<file path="config.mk">
export PLATFORM = sky130hd
export DESIGN_NAME = sd_bpdrop_dp
export DESIGN_NICKNAME = d
export VERILOG_FILES = /design/src/rtl/sd_bpdrop_dp_pkg.sv /design/src/rtl/sd_bpdrop_dp_oreg.sv /design/src/rtl/sd_bpdrop_dp.sv
export SDC_FILE = /design/constraint.sdc
export NUM_CORES = 1
export LEC_CHECK = 0
export ABC_CLOCK_PERIOD_IN_PS = 5100
export CORE_MARGIN = 2
export CORE_UTILIZATION = 42
export DETAILED_ROUTE_END_ITERATION = 10
export PLACE_DENSITY = 0.87
export SYNTH_ARGS = -nofsm -noshare
export SYNTH_HDL_FRONTEND = slang
export SYNTH_HIERARCHICAL = 1
export SYNTH_SLANG_ARGS = --single-unit
</file>
<file path="constraint.sdc">
create_clock -name clk -period 5.1 [get_ports clk]
set_clock_uncertainty 0.15 [all_clocks]
set_input_delay 1.275 -clock clk [delete_from_list [all_inputs] [get_ports clk]]
set_output_delay 1.275 -clock clk [all_outputs]
set_load 0.005 [all_outputs]
</file>
<file path="src/rtl/sd_bpdrop_dp_pkg.sv">
// Shared types for the frame-aware backpressure drop block.
//   state_e  : control FSM state encoding
//   ctl_t    : frame-marker / error sideband carried with each output word
//   CTL_TERM : sideband of the truncation terminator word (data is all zeros)
package sd_bpdrop_dp_pkg;

    typedef enum logic [1:0] {
        ST_IDLE = 2'b00,
        ST_XFER = 2'b01,
        ST_SINK = 2'b11,
        ST_TERM = 2'b10
    } state_e;

    typedef struct packed {
        logic fr_start;
        logic fr_end;
        logic err;
    } ctl_t;

    localparam ctl_t CTL_TERM = '{fr_start: 1'b0, fr_end: 1'b1, err: 1'b1};

endpackage

</file>
<file path="src/rtl/sd_bpdrop_dp_oreg.sv">
// Output register stage for sd_bpdrop_dp.
//   clk, reset_n          : clock, async active-low reset
//   load                  : capture ld_data/ld_ctl (only asserted when ld_ok_c)
//   ld_data, ld_ctl       : word and sideband to capture
//   p_drdy                : downstream ready
//   ld_ok_c               : register can accept a word this cycle (combinational)
//   p_srdy, p_data,
//   p_fr_start, p_fr_end,
//   p_err                 : registered downstream word
module sd_bpdrop_dp_oreg
    import sd_bpdrop_dp_pkg::*;
#(
    parameter int unsigned width = 8
) (
    input  logic             clk,
    input  logic             reset_n,
    input  logic             load,
    input  logic [width-1:0] ld_data,
    input  ctl_t             ld_ctl,
    input  logic             p_drdy,
    output logic             ld_ok_c,
    output logic             p_srdy,
    output logic [width-1:0] p_data,
    output logic             p_fr_start,
    output logic             p_fr_end,
    output logic             p_err
);

    // Empty, or the held word leaves this cycle.
    assign ld_ok_c = !p_srdy || p_drdy;

    // Payload holds while p_srdy & !p_drdy; valid drops when drained without a refill.
    always_ff @(posedge clk or negedge reset_n) begin
        if (!reset_n) begin
            p_srdy     <= 1'b0;
            p_data     <= '0;
            p_fr_start <= 1'b0;
            p_fr_end   <= 1'b0;
            p_err      <= 1'b0;
        end else if (load) begin
            p_srdy     <= 1'b1;
            p_data     <= ld_data;
            p_fr_start <= ld_ctl.fr_start;
            p_fr_end   <= ld_ctl.fr_end;
            p_err      <= ld_ctl.err;
        end else if (p_drdy) begin
            p_srdy     <= 1'b0;
        end
    end

endmodule

</file>
<file path="src/rtl/sd_bpdrop_dp.sv">
// Frame-aware srdy/drdy backpressure drop with registered output.
// Drops a whole frame whose start word is stalled too long, truncates a frame
// stalled too long mid-frame and appends an error terminator word.
//   clk, reset_n             : clock, async active-low reset
//   g_max_count, g_mid_max   : start / mid-frame stall limits (mid 0 = no truncation)
//   c_srdy, c_data,
//   c_fr_start, c_fr_end     : upstream word; nc_drdy is the combinational ready
//   p_srdy, p_data, p_fr_*,
//   p_err, p_drdy            : registered downstream word and its ready
//   stat_drop/trunc/orphan   : saturating event counters
// Build option SD_BPDROP_STATS_EN: implement the stat counters (else tied to 0).
module sd_bpdrop_dp
    import sd_bpdrop_dp_pkg::*;
#(
    parameter int unsigned width   = 8,
    parameter int unsigned cnt_sz  = 3,
    parameter int unsigned stat_sz = 16
) (
    input  logic               clk,
    input  logic               reset_n,
    input  logic [cnt_sz-1:0]  g_max_count,
    input  logic [cnt_sz-1:0]  g_mid_max,
    input  logic               c_srdy,
    input  logic [width-1:0]   c_data,
    input  logic               c_fr_start,
    input  logic               c_fr_end,
    output logic               nc_drdy,
    output logic               p_srdy,
    output logic [width-1:0]   p_data,
    output logic               p_fr_start,
    output logic               p_fr_end,
    output logic               p_err,
    input  logic               p_drdy,
    output logic [stat_sz-1:0] stat_drop,
    output logic [stat_sz-1:0] stat_trunc,
    output logic [stat_sz-1:0] stat_orphan
);

    state_e              state, state_nxt;
    logic [cnt_sz-1:0]   count, count_nxt, count_inc;
    logic                term_pend, term_pend_nxt;
    logic                load, ld_ok;
    logic [width-1:0]    ld_data;
    ctl_t                ld_ctl;
    logic                drop_inc, trunc_inc, orphan_inc;

    // Stall counter saturates rather than wrapping.
    assign count_inc = (count == '1) ? count : count + cnt_sz'(1);

    // Control state register.
    always_ff @(posedge clk or negedge reset_n) begin
        if (!reset_n) begin
            state     <= ST_IDLE;
            count     <= '0;
            term_pend <= 1'b0;
        end else begin
            state     <= state_nxt;
            count     <= count_nxt;
            term_pend <= term_pend_nxt;
        end
    end

    // Next-state, ready and load decode. Thresholds compare against the
    // count accumulated before this cycle.
    always_comb begin
        state_nxt     = state;
        count_nxt     = count;
        term_pend_nxt = term_pend;
        nc_drdy       = 1'b0;
        load          = 1'b0;
        ld_data       = c_data;
        ld_ctl        = '{fr_start: c_fr_start, fr_end: c_fr_end, err: 1'b0};
        drop_inc      = 1'b0;
        trunc_inc     = 1'b0;
        orphan_inc    = 1'b0;
        case (state)
            ST_IDLE: begin
                if (c_srdy) begin
                    if (!c_fr_start) begin
                        nc_drdy    = 1'b1;
                        orphan_inc = 1'b1;
                        count_nxt  = '0;
                    end else if (ld_ok) begin
                        nc_drdy   = 1'b1;
                        load      = 1'b1;
                        count_nxt = '0;
                        if (!c_fr_end) state_nxt = ST_XFER;
                    end else if (count >= g_max_count) begin
                        nc_drdy   = 1'b1;
                        drop_inc  = 1'b1;
                        count_nxt = '0;
                        if (!c_fr_end) state_nxt = ST_SINK;
                    end else begin
                        count_nxt = count_inc;
                    end
                end
            end
            ST_XFER: begin
                if (!c_srdy) begin
                    count_nxt = '0;
                end else if (ld_ok) begin
                    nc_drdy   = 1'b1;
                    load      = 1'b1;
                    count_nxt = '0;
                    if (c_fr_end) state_nxt = ST_IDLE;
                end else if ((g_mid_max != '0) && (count >= g_mid_max)) begin
                    nc_drdy       = 1'b1;
                    term_pend_nxt = 1'b1;
                    trunc_inc     = 1'b1;
                    count_nxt     = '0;
                    state_nxt     = c_fr_end ? ST_TERM : ST_SINK;
                end else begin
                    count_nxt = count_inc;
                end
            end
            ST_SINK: begin
                nc_drdy   = 1'b1;
                count_nxt = '0;
                if (c_srdy && c_fr_end) state_nxt = term_pend ? ST_TERM : ST_IDLE;
            end
            ST_TERM: begin
                if (ld_ok) begin
                    load          = 1'b1;
                    ld_data       = '0;
                    ld_ctl        = CTL_TERM;
                    term_pend_nxt = 1'b0;
                    state_nxt     = ST_IDLE;
                end
            end
            default: state_nxt = ST_IDLE;
        endcase
    end

    sd_bpdrop_dp_oreg #(.width(width)) u_oreg (
        .clk        (clk),
        .reset_n    (reset_n),
        .load       (load),
        .ld_data    (ld_data),
        .ld_ctl     (ld_ctl),
        .p_drdy     (p_drdy),
        .ld_ok_c    (ld_ok),
        .p_srdy     (p_srdy),
        .p_data     (p_data),
        .p_fr_start (p_fr_start),
        .p_fr_end   (p_fr_end),
        .p_err      (p_err)
    );

`ifdef SD_BPDROP_STATS_EN
    // Saturating event counters.
    always_ff @(posedge clk or negedge reset_n) begin
        if (!reset_n) begin
            stat_drop   <= '0;
            stat_trunc  <= '0;
            stat_orphan <= '0;
        end else begin
            if (drop_inc && (stat_drop != '1))     stat_drop   <= stat_drop + stat_sz'(1);
            if (trunc_inc && (stat_trunc != '1))   stat_trunc  <= stat_trunc + stat_sz'(1);
            if (orphan_inc && (stat_orphan != '1)) stat_orphan <= stat_orphan + stat_sz'(1);
        end
    end
`else
    assign stat_drop   = '0;
    assign stat_trunc  = '0;
    assign stat_orphan = '0;

    logic unused_stat;
    assign unused_stat = ^{drop_inc, trunc_inc, orphan_inc};
`endif

endmodule

</file>
==> results of run 1 <==
[worst max-delay path, cell delays in order]
cell             delay, ns
clkdlybuf4s50_1       0.45
inv_1                 0.04
ha_1                  0.30
a211o_1               0.29
a31oi_1               0.27
a2111o_1              0.19
o211ai_1              0.09
clkdlybuf4s50_1       0.46
[area by class of cell]
class / instances / area [sq um] / area share (%)
sequential: 18 / 450 / 26.2
inverter: 10 / 37.5 / 2.19
timing repair buffer: 33 / 328 / 19.1
clock buffer: 4 / 36.3 / 2.11
multi-input combinational: 128 / 807 / 47.0
tap: 46 / 57.6 / 3.35
[Yosys cell counts]
master	instances	area [sq um]
a211o_1	1	8.76
nand3_1	2	10.0
or3_4	1	11.3
o21ai_1	2	10.0
xnor2_1	1	8.76
mux2_2	2	22.5
o32ai_1	1	8.76
o21ai_0	4	20.0
a21o_2	1	8.76
o31ai_1	1	7.51
dfrtp_1	18	450
nor2_1	5	18.8
and3_1	1	6.26
a21oi_1	9	45.0
mux2i_1	1	10.0
a32o_1	1	10.0
conb_1	1	3.75
or4_1	1	7.51
buf_4	48	360
ha_1	7	87.6
nand2b_1	4	25.0
a41oi_1	1	8.76
a31oi_1	2	12.5
inv_1	10	37.5
nand2_1	6	22.5
clkbuf_1	2	7.51
nor2b_1	2	12.5
buf_2	2	10.0
a2111o_1	2	22.5
buf_6	1	11.3
mux2_4	9	135
o211ai_1	3	22.5
and2_1	9	56.3
o21a_1	1	7.51
[cells by family (layout without fill, tap and decap cells)]
| logic type | after synthesis | count (layout) | share of synthesized area (%) |
|---|---|---|---|
| other cells | 1 | 48 | 0.249 |
| fa+ha+maj | 7 | 7 | 5.81 |
| compound gates | 29 | 29 | 12.8 |
| xor+xnor | 1 | 1 | 0.581 |
| flops | 18 | 18 | 29.9 |
| buf+inv | 63 | 47 | 28.3 |
| simple gates | 31 | 31 | 11.3 |
| mux | 12 | 12 | 11.1 |
[state kept, by name (all words and copies together), names as in the netlist]
signal             cells
count                  3
u_oreg/p_fr_end        1
u_oreg/p_fr_start      1
u_oreg/p_data          8
u_oreg/p_srdy          1
state                  2
term_pend              1
u_oreg/p_err           1
[power groups by stage]
stage               sequential (mW)  clock, mW  combinational [mW]
global placement              0.255          0               0.368
detailed placement            0.258          0               0.376
floorplan                     0.243          0               0.262
CTS                           0.255     0.0919               0.378
finish                        0.255     0.0866               0.374
global route                  0.265     0.0976               0.410
[worst paths after layout]
check	cells after the start	start	to
worst max register to register	4	state[0]	u_oreg/p_data[4]
worst min-delay path	1	u_oreg/p_data[0]	u_oreg/p_data[0]
worst min register to register	1	u_oreg/p_data[0]	u_oreg/p_data[0]
worst max-delay path	8	g_max_count[2]	nc_drdy
max in group asynchronous	1	reset_n	count[1]
min in group asynchronous	1	reset_n	u_oreg/p_data[2]
[metal layers]
layer | GRT usage, % | vias up | wire length (um)
li1 | - | 509 | -
met1 | 17.0 | 494 | 1080
met2 | 21.4 | 52 | 1340
met3 | 4.05 | 4 | 184
met4 | 4.89 | 0 | 29
met5 | 0 | - | 0
[through the flow]
stage / utilization (%) / hold WS, ns / std cells / instance area, sq um
2_1_floorplan: - / 0.346 / 209 / 1680
3_3_place_gp: 49.6 / 0.343 / 235 / 1680
3_5_place_dp: 49.6 / 0.349 / 235 / 1680
4_1_cts: 50.6 / 0.374 / 239 / 1720
5_1_grt: 50.6 / 0.393 / 239 / 1720
6_report: 50.6 / 0.367 / 239 / 1720
[placed cells by master (no fill, tap or decap), types with 2 or more instances in the layout]
cell	n
conb_1	48
clkdlybuf4s50_1	32
dfrtp_1	18
inv_1	10
and2_1	9
a21oi_1	9
mux2_4	9
ha_1	7
nand2_1	6
nor2_1	5
o21ai_0	4
nand2b_1	4
o211ai_1	3
clkbuf_4	3
nand3_1	2
nor2b_1	2
o21ai_1	2
a31oi_1	2
a2111o_1	2
mux2_2	2
==> impl_metrics.tcl, run 1 <==
set metrics [dict create \
    coreArea_sq_um 3390 \
    setup_tns_ns 0 \
    insertedDiodeCount 0 \
    grt-ovfl-total 0 \
    num_io_pins 81 \
    rows 21 \
    route.vias.total 1059 \
    maximum_number_of_pins_on_one_net_before_global_route_repair 19 \
    power_density_nw_per_um2 417 \
    cts_setup_buffers 0 \
    worst-r2r-setup-slack_ns 2.88 \
    fp.dieH_um 63.9 \
    vdd.ir_drop.worst_uv 201 \
    switch_share_pct 33.8 \
    cts-htree-levels 1 \
    critical_path_class "input port to output pin" \
    p_leak_nw 0.834 \
    drt_first_pass_iters 4 \
    drt-wirelength-per-cell_um 11.0 \
    timing_worst_slew_pin_value_ns 0.790 \
    final_period_minus_worst_setup_slack_ns 4.78 \
    syn_avg_cell_area_sq_um 9.31 \
    drtIter0Drc 23 \
    post_drt_via_cell_ratio 4.43 \
    fp.dieArea_sq_um 4090 \
    drt_drc_violations_left 0 \
    power.share.combinational_pct 52.2 \
    wire_length_of_the_first_global_routing_pass_um 4290 \
    post_cts_resize_count 0 \
    fmaxAchievable_ghz 0.209 \
    status "finished, final reports clean" \
    hold_path_class "register to register" \
    max_slew_margin_pct 47.2 \
    clk_latency_ns 0.29 \
    yosys_warnings 6 \
    timing.final.hold_violations 0 \
    critPathArrivalTime_ns 3.35 \
    clock_tree_from_tritoncts "yes" \
    netSwitchingPower_uw 242 \
    nets 221 \
    port-buffer-count 32 \
    globalplace.congestion 0.810 \
    post_synth_num_cell_types 34 \
    max_cap_viol_count 0 \
    power.clock.fraction_pct 12.1 \
    share_seq_of_total_power_pct 35.7 \
    seq_total_area_yosys_pct 29.9 \
    crit_path_max_fanout 4 \
    report.final.slew_viol_count 0 \
    ys_ff_latch 18 \
    antenna_violating_nets_post_route 0 \
    cts-root-buf "clkbuf_4" \
    tritoncts.num_buffers 3 \
    cts_num_sinks 18 \
    dp_hpwl_um 2110 \
    cellInternalPower_uw 474 \
    end_kind "output pin" \
    setup_viol_count_final 0 \
    grt_setup_unrepaired "false" \
    postLayoutSetupSlackWorst_ns 0.323 \
    power_uw 716 \
    route.final.wire_length_um 2630 \
    first_global_vias 919 \
    flow.area_growth_from_synthesis_pct 13.9 \
    num-fill-cells 336 \
    final_layout_size_suffix_gt1_share_pct 9.33 \
    cts_max_path_buffers 2 \
    worst_path_required_ns 3.67 \
    timing.critical_path.from_type "input port" \
    synthesis.instances 162 \
    number_of_antenna_violations_at_the_first_check_in_global_routing 0 \
    die-width_um 63.9 \
    cts.hold.buffers_added 0 \
    place_ws_ns 0.319 \
    grt_usage_pct 13.4 \
    floorplan.initialDensity_pct 44.5 \
    netlist_area_before_placement_sq_um 1510 \
    path_clk_slew_ns 0.09 \
    final.period_utilization_pct 93.7 \
]
(Power assumes the default switching activity.)
==> run 2: changes to the inputs <==
--- a/config.mk
+++ b/config.mk
@@ -6,10 +6,12 @@
 export NUM_CORES = 1
 export LEC_CHECK = 0
 export ABC_CLOCK_PERIOD_IN_PS = 5100
+export CELL_PAD_IN_SITES_DETAIL_PLACEMENT = 1
+export CELL_PAD_IN_SITES_GLOBAL_PLACEMENT = 1
 export CORE_MARGIN = 2
-export CORE_UTILIZATION = 42
+export CORE_UTILIZATION = 30
 export DETAILED_ROUTE_END_ITERATION = 10
-export PLACE_DENSITY = 0.87
+export PLACE_DENSITY = 0.88
 export SYNTH_ARGS = -nofsm -noshare
 export SYNTH_HDL_FRONTEND = slang
 export SYNTH_HIERARCHICAL = 1
==> run 2 against run 1 <==
Net effect:
- final cell count increased by 8.4%
- clock power rose by 11%
- hold slack got worse by 0.0045 ns
- critical path depth stayed put
- cell area up 1.8%
- count of clock-buffer cells in the layout down 1
- power grew 2.9%
- register-to-register slack got worse by 0.03 ns
- global-route usage shrank 2.4 points
- largest cell class unchanged
- via count is 1.7% higher
==> impl_metrics.tcl, run 2 (same netlist as run 1, synthesis figures left out) <==
set metrics [dict create \
    status "finished, final reports clean" \
    fmaxAchievable_ghz 0.206 \
    report.final.slew_viol_count 0 \
    maximum_number_of_pins_on_one_net_before_global_route_repair 19 \
    route.vias.total 1077 \
    fp.dieH_um 74.9 \
    layout.cells.most_common "conb_1" \
    hold_path_class "register to register" \
    timing_worst_slew_pin_value_ns 0.841 \
    crit_path_max_fanout 4 \
    clk_latency_ns 0.25 \
    drt-wirelength-per-cell_um 12.7 \
    tritoncts.num_buffers 3 \
    fp.dieArea_sq_um 5610 \
    power_density_nw_per_um2 422 \
    final.period_utilization_pct 95.4 \
    wire_length_of_the_first_global_routing_pass_um 4780 \
    timing.final.hold_violations 0 \
    floorplan.initialDensity_pct 31.5 \
    largestRegisters "u_oreg/p_data (8), count (3), state (2)" \
    critical_path.most_common_cell "clkdlybuf4s50_1" \
    final_layout_size_suffix_gt1_share_pct 8.85 \
    critPathArrivalTime_ns 3.44 \
    cts_num_sinks 18 \
    cp_num_buf_inv 3 \
    postLayoutSetupSlackWorst_ns 0.234 \
    cts-root-buf "clkbuf_8" \
    p_leak_nw 0.835 \
    final_period_minus_worst_setup_slack_ns 4.87 \
    grt_setup_unrepaired "false" \
    coreArea_sq_um 4790 \
    grt-ovfl-total 0 \
    die-width_um 74.9 \
    worst_path_required_ns 3.67 \
    critical_path_class "input port to output pin" \
    cts_max_path_buffers 2 \
    drt_drc_violations_left 0 \
    final_cell_mix "48 x conb_1, 32 x clkdlybuf4s50_1, 18 x dfrtp_1, 10 x inv_1" \
    grt_usage_pct 10.9 \
    setup_tns_ns 0 \
    timing.critical_path.from_type "input port" \
    worst_path_largest_cell_delay_ns 0.46 \
    port-buffer-count 32 \
    vdd.ir_drop.worst_uv 108 \
    total_number_of_cells_along_the_worst_setup_path 8 \
    number_of_antenna_violations_at_the_first_check_in_global_routing 0 \
    drtIter0Drc 56 \
    place_ws_ns 0.239 \
    hold_depth 1 \
    insertedDiodeCount 0 \
    max_slew_margin_pct 43.8 \
    cts.hold.buffers_added 0 \
    globalplace.congestion 0.947 \
    cts-htree-levels 1 \
    drt_first_pass_iters 4 \
    rows 25 \
    path_clk_slew_ns 0.06 \
    regMostFlops "u_oreg/p_data" \
    post_cts_resize_count 0 \
    num_io_pins 81 \
    flow.area_growth_from_synthesis_pct 15.9 \
    num-fill-cells 584 \
    clock_tree_from_tritoncts "yes" \
    dp_hpwl_um 2650 \
    nets 221 \
    largest_register_ff_count 8 \
    cts_setup_buffers 0 \
    path_delay_family "buffers and inverters" \
    end_kind "output pin" \
    setup_viol_count_final 0 \
    post_drt_via_cell_ratio 4.16 \
    reg2reg_depth 4 \
    max_cap_viol_count 0 \
    first_global_vias 1057 \
    critPathSlowestCell "clkdlybuf4s50_1" \
    antenna_violating_nets_post_route 0 \
    cp_cell_sequence "clkdlybuf4s50_1 > inv_1 > ha_1 > a211o_1 > a31oi_1 > a2111o_1 > o211ai_1 > clkdlybuf4s50_1" \
    route.final.wire_length_um 3290 \
]
## run 2: area by class of cell
| class | count | area (sq um) | share of cell area [%] |
|---|---|---|---|
| clock buffers | 3 | 41.3 | 2.36 |
| inverters | 10 | 37.5 | 2.15 |
| multi-input cells | 128 | 807 | 46.2 |
| flip-flops and latches | 18 | 450 | 25.8 |
| well taps | 67 | 83.8 | 4.80 |
| repair buffers | 33 | 328 | 18.8 |
## run 2: worst paths after layout
path	slack (ns)	start	endpoint
max in group asynchronous	2.92	reset_n	u_oreg/p_err
worst max register to register	2.85	state[0]	u_oreg/p_data[4]
min in group asynchronous	1.36	reset_n	u_oreg/p_srdy
worst min register to register	0.36	u_oreg/p_data[4]	u_oreg/p_data[4]
worst max-delay path	0.23	g_max_count[2]	nc_drdy
worst min-delay path	0.36	u_oreg/p_data[4]	u_oreg/p_data[4]
## run 2: through the flow
stage	cells	hold WS, ns	utilization, %	power [mW]	instance area, sq um
after global routing	259	0.387	36.5	0.799	1750
final	259	0.362	36.5	0.737	1750
after detailed placement	256	0.345	35.7	0.648	1710
after global placement	256	0.342	35.7	0.630	1710
after CTS	259	0.369	36.5	0.750	1750
after floorplan	209	0.346	-	0.504	1680
## run 2: power breakdown
group          total (mW)  internal, mW  switching [mW]
clock network      0.0959        0.0523          0.0436
logic               0.383         0.228           0.155
registers           0.258         0.203          0.0553
total               0.737         0.483           0.254
## run 2: layer usage
metal  vias to the layer above  global-route usage (%)  routed length [um]
li1                        511                       -                   -
met1                       521                    13.7                1380
met2                        40                    19.7                1700
met3                         5                    1.34                 178
met4                         0                    2.98                  40
met5                         -                       0                   0
==> edit 1 (settings of run 1) <==
Encoding of `state_e`: now one-hot (4 bits for 4 states).
--- a/src/rtl/sd_bpdrop_dp_pkg.sv
+++ b/src/rtl/sd_bpdrop_dp_pkg.sv
@@ -4,11 +4,11 @@
 //   CTL_TERM : sideband of the truncation terminator word (data is all zeros)
 package sd_bpdrop_dp_pkg;
 
-    typedef enum logic [1:0] {
-        ST_IDLE = 2'b00,
-        ST_XFER = 2'b01,
-        ST_SINK = 2'b11,
-        ST_TERM = 2'b10
+    typedef enum logic [3:0] {
+        ST_IDLE = 4'b0001,
+        ST_XFER = 4'b0010,
+        ST_SINK = 4'b0100,
+        ST_TERM = 4'b1000
     } state_e;
 
     typedef struct packed {
Formal check against the unedited RTL: no difference found for any inputs over 10 cycles, from zero or initial values and one cycle with reset_n low; not proved beyond that.
==> edit 1 against run 1 <==
- total power is 15% higher
- worst setup slack got worse by 83 ps
- sequential share of layout area up 0.23 points
- hold slack worse by 6.6 ps
- cell area rose by 10%
- core utilization is essentially flat
- sequential cell count grew 2
- combinational power is 14% higher
- maximum frequency is 1.7% lower
- critical path depth grew 1
- synthesized area up 11%
- routed wire length grew 11%
- largest cell class unchanged
==> edit 1: results (changes against run 1) <==
status complete, no violations; Async SR Flop Fraction 100% (unchanged); H-tree levels 1 (unchanged); M1 wire length 1.23 mm (+14%); global-route wire length before repair 4.48 mm (+4.4%); Post-synth top cells 48 x buf_4, 19 x dfrtp_1, 10 x and2_1, 10 x inv_1; Seq/Total Area, Yosys 30.1% (+0.21 points); final WL 2.92 mm (+11%); Syn. warnings 6 (unchanged); Via Count 1148 (+8.4%); routability-driven placement congestion ratio 0.906 (+12%); metal2 WL 1.47 mm (+10%); initial antenna violation count 0 (unchanged); xor/xnor share of the synthesized area 0% (-0.58 points); layout cells sized above 1 10.6% (+1.3 points); Root Driver clkbuf_8; worst vdd ir 0.154 mV (-23%); arrival time at the worst endpoint 3440 ps (+90 ps); Top Layer Used met4; hpwl dp 2.28 mm (+7.8%); Post CTS Setup Buffer Count 0 (unchanged); post-synthesis compound-gate area fraction 10.8% (-2.0 points); PostCTS Resize Cnt 0 (unchanged); Worst-path clk slew 70 ps (-20 ps); largest net degree at the start of global routing 21 (+2); Top Registers u_oreg/p_data: 8 flops, state: 4 flops, count: 3 flops; mux share of post-synthesis cell area 11.3% (+0.21 points); MaxCap Viol Count 0 (unchanged); # fillers 365 (+8.6%); DRT Pass-1 Iters 5 (+1); Psw 0.277 mW (+14%); crit-path max FO 3 (-1); # port buffers 32 (unchanged); worst-skew pair later-pin latency 260 ps (-30 ps); Area contributors post-synth dfrtp_1 29%, buf_4 22%, mux2_4 8.1%, ha_1 5.3%, and2_1 3.8%; adder-cell share of the synthesized area 5.25% (-0.56 points); total track usage 13.0% (-0.36 points); leakage dissipation 0.922 nW (+11%); predominant post-synthesis flop cell dfrtp_1; # setup viols final 0 (unchanged); Synth cell types 47 (+38%); ant diodes 0 (unchanged); CTS Buf Count 3 (unchanged); Detailed Route Iter0 Violations 30 (+30%); Post-layout nets 236 (+6.8%); actual slew at the worst max-slew pin 895 ps (+105 ps); HP Class register to register; met3 routed WL 186 um (+1.1%); vias in the first global route 982 (+6.9%); hold path depth 1 (unchanged); R2R depth 7 (+3); Clock Tree Buf Depth 2 (unchanged)
## edit 1: cell count changes in the layout (fill, tap and decap cells not counted), moves of 2 or more
cell      before  now
clkbuf_4       3    0
nand2_1        6    9
or4b_1         0    2
a21oi_1        9    7
a2111o_1       2    0
o211ai_1       3    1
o22ai_1        0    2
clkbuf_8       1    4
## edit 1: worst paths after layout
check / startpoint / end / slack [ps]
hold / removal: u_oreg/p_fr_end / u_oreg/p_fr_end / 360
min in group asynchronous: reset_n / state[3] / 1360
setup reg to reg: state[0] / u_oreg/p_data[5] / 2660
hold reg to reg: u_oreg/p_fr_end / u_oreg/p_fr_end / 360
setup / recovery: g_mid_max[2] / nc_drdy / 240
max in group asynchronous: reset_n / u_oreg/p_srdy / 2880
## edit 1: area by class of cell
cell class	count	area share (%)
multi-input cells	140	47.8
clock buffers	4	2.90
well taps	48	3.17
inverters	10	1.98
flip-flops and latches	20	26.5
repair buffers	34	17.7
## edit 1: metrics by stage
stage | instances | setup WS [ps] | instance area, um^2 | hold slack [ps] | util (%)
6_report | 256 | 239 | 1900 | 360 | 50.6
5_1_grt | 256 | 115 | 1900 | 385 | 50.6
4_1_cts | 256 | 242 | 1900 | 369 | 50.6
3_5_place_dp | 252 | 259 | 1840 | 344 | 49.2
3_3_place_gp | 252 | 295 | 1840 | 342 | 49.2
2_1_floorplan | 224 | 1360 | 1840 | 343 | -
## edit 1: logic make-up (layout without fill, tap and decap cells)
logic type,Yosys count,after routing
multiplexers,14,14
AO/OA/AOI/OAI,26,26
adder cells (fa/ha/maj),7,7
AND/OR/NAND/NOR,45,45
flip-flops,20,20
other,1,48
buffers and inverters,64,48
## edit 1: power groups by stage
| stage | combinational, mW | sequential [mW] | clock (mW) |
|---|---|---|---|
| 6_report | 0.425 | 0.271 | 0.124 |
| 5_1_grt | 0.462 | 0.283 | 0.137 |
| 4_1_cts | 0.428 | 0.272 | 0.127 |
| 3_5_place_dp | 0.424 | 0.275 | 0 |
| 3_3_place_gp | 0.417 | 0.273 | 0 |
| 2_1_floorplan | 0.299 | 0.269 | 0 |
## edit 1: layer usage
layer | vias up | global-route usage (%)
met1 | 523 | 16.5
met4 | 0 | 5.10
met5 | - | 0
li1 | 572 | -
met3 | 5 | 2.03
met2 | 48 | 21.9
## edit 1: critical path: stages
cell             delay [ps]
clkdlybuf4s50_1         470
inv_1                    40
ha_1                    290
nand2_1                  50
o21ai_0                 310
a211o_1                 210
o211ai_1                 90
a21oi_1                 180
clkdlybuf4s50_1         520
==> edit 2 (settings of run 1) <==
Without the edit above. `width` is set to 8 in 2 places; all go to 10.
--- a/src/rtl/sd_bpdrop_dp_oreg.sv
+++ b/src/rtl/sd_bpdrop_dp_oreg.sv
@@ -10,7 +10,7 @@
 module sd_bpdrop_dp_oreg
     import sd_bpdrop_dp_pkg::*;
 #(
-    parameter int unsigned width = 8
+    parameter int unsigned width = 10
 ) (
     input  logic             clk,
     input  logic             reset_n,
--- a/src/rtl/sd_bpdrop_dp.sv
+++ b/src/rtl/sd_bpdrop_dp.sv
@@ -12,7 +12,7 @@
 module sd_bpdrop_dp
     import sd_bpdrop_dp_pkg::*;
 #(
-    parameter int unsigned width   = 8,
+    parameter int unsigned width   = 10,
     parameter int unsigned cnt_sz  = 3,
     parameter int unsigned stat_sz = 16
 ) (
Ports: changed (resized c_data and p_data); port bits go from 81 to 85. The function was not compared with the original's and may differ.
==> edit 2 against run 1 <==
- hold slack worse by 8.2 ps
- cell area rose by 7.9%
- routed wire length is 3.2% higher
- critical path depth did not move
- count of clock-buffer cells in the layout is 1 lower
- critical endpoint unchanged
- worst setup slack gained 64 ps
- first-iteration DRC count is 48% higher
- sequential cell count grew 2
- total power rose by 14%
- synthesized area increased by 3.5%
- maximum frequency increased by 1.4%
- highest routed layer is now met3
- sequential power up 9.8%
- largest cell class unchanged
==> edit 2: results (changes against run 1) <==
clock buffers 3 (-1); P_clk 0.156 mW (+80%); metal2 WL 1.41 mm (+5.7%); total track usage 13.3% (-0.11 points); P_comb 0.383 mW (+2%); Area contributors post-synth dfrtp_1 32%, buf_4 23%, mux2_2 9.4%, ha_1 5.6%, and2_1 4.4%; clk tree area frac 3.85% (+1.7 points); Non-clock buffers 38 (+15%); largest net degree at the start of global routing 21 (+2); met3 Use GR 3.99% (-0.056 points); Placed Area 1780 um^2 (+6.0%); Fin Hold WS 359 ps (-8.16 ps); # port buffers 36 (+13%); arrival time at the worst endpoint 3290 ps (-60 ps); Top Layer Used met3; #MultiIn Comb 132 (+3.1%); global-route wire length before repair 4.42 mm (+2.9%); Root Driver clkbuf_8; Post-layout nets 234 (+5.9%); crit-path max FO 2 (-2); Worst-path clk slew 70 ps (-20 ps); hold path endpoint u_oreg/p_data[4]; final WL 2.71 mm (+3.2%); worst hold start u_oreg/p_data[4]; final worst-path cycle share 92.4% (-1.2 points); Psw 0.256 mW (+6.0%); syn_area_per_cell 9.29 um^2 (-0.21%); status complete, no violations; hpwl dp 2.16 mm (+2.1%); Top Registers u_oreg/p_data: 10 flops, count: 3 flops, state: 2 flops; FF-to-FF setup slack 2990 ps (+110 ps); met3 routed WL 179 um (-2.7%); met2 global-route usage 22.8% (+1.5 points); post-route cell area 1850 um^2 (+7.9%); worst-skew pair later-pin latency 250 ps (-40 ps); FF+latch count, synth 20 (+2); Via Count 1081 (+2.1%)
==> edit 2: cell count changes in the layout (fill, tap and decap cells not counted), sizes merged <==
| cell | change |
|---|---|
| clkdlybuf4s50 | +4 |
| bufinv | +1 |
| dfrtp | +2 |
| buf | +1 |
| mux2 | +2 |
| clkbuf | -1 |
| and2 | +2 |
==> edit 2: cell families after synthesis <==
| family | after synthesis | share of synthesized area, % |
|---|---|---|
| AO/OA/AOI/OAI | 29 | 12.3 |
| XOR/XNOR | 1 | 0.561 |
| adder cells (fa/ha/maj) | 7 | 5.61 |
| AND/OR/NAND/NOR | 33 | 11.7 |
| flip-flops | 20 | 32.1 |
| buffers and inverters | 63 | 27.4 |
| other | 1 | 0.240 |
| multiplexers | 14 | 10.0 |
==> edit 2: critical path, stage by stage <==
cell and delay (ps):
clkdlybuf4s50_1 460, inv_1 40, ha_1 290, a211o_1 290, a31oi_1 210, a2111o_1 170, o211ai_1 90, clkdlybuf4s50_1 470
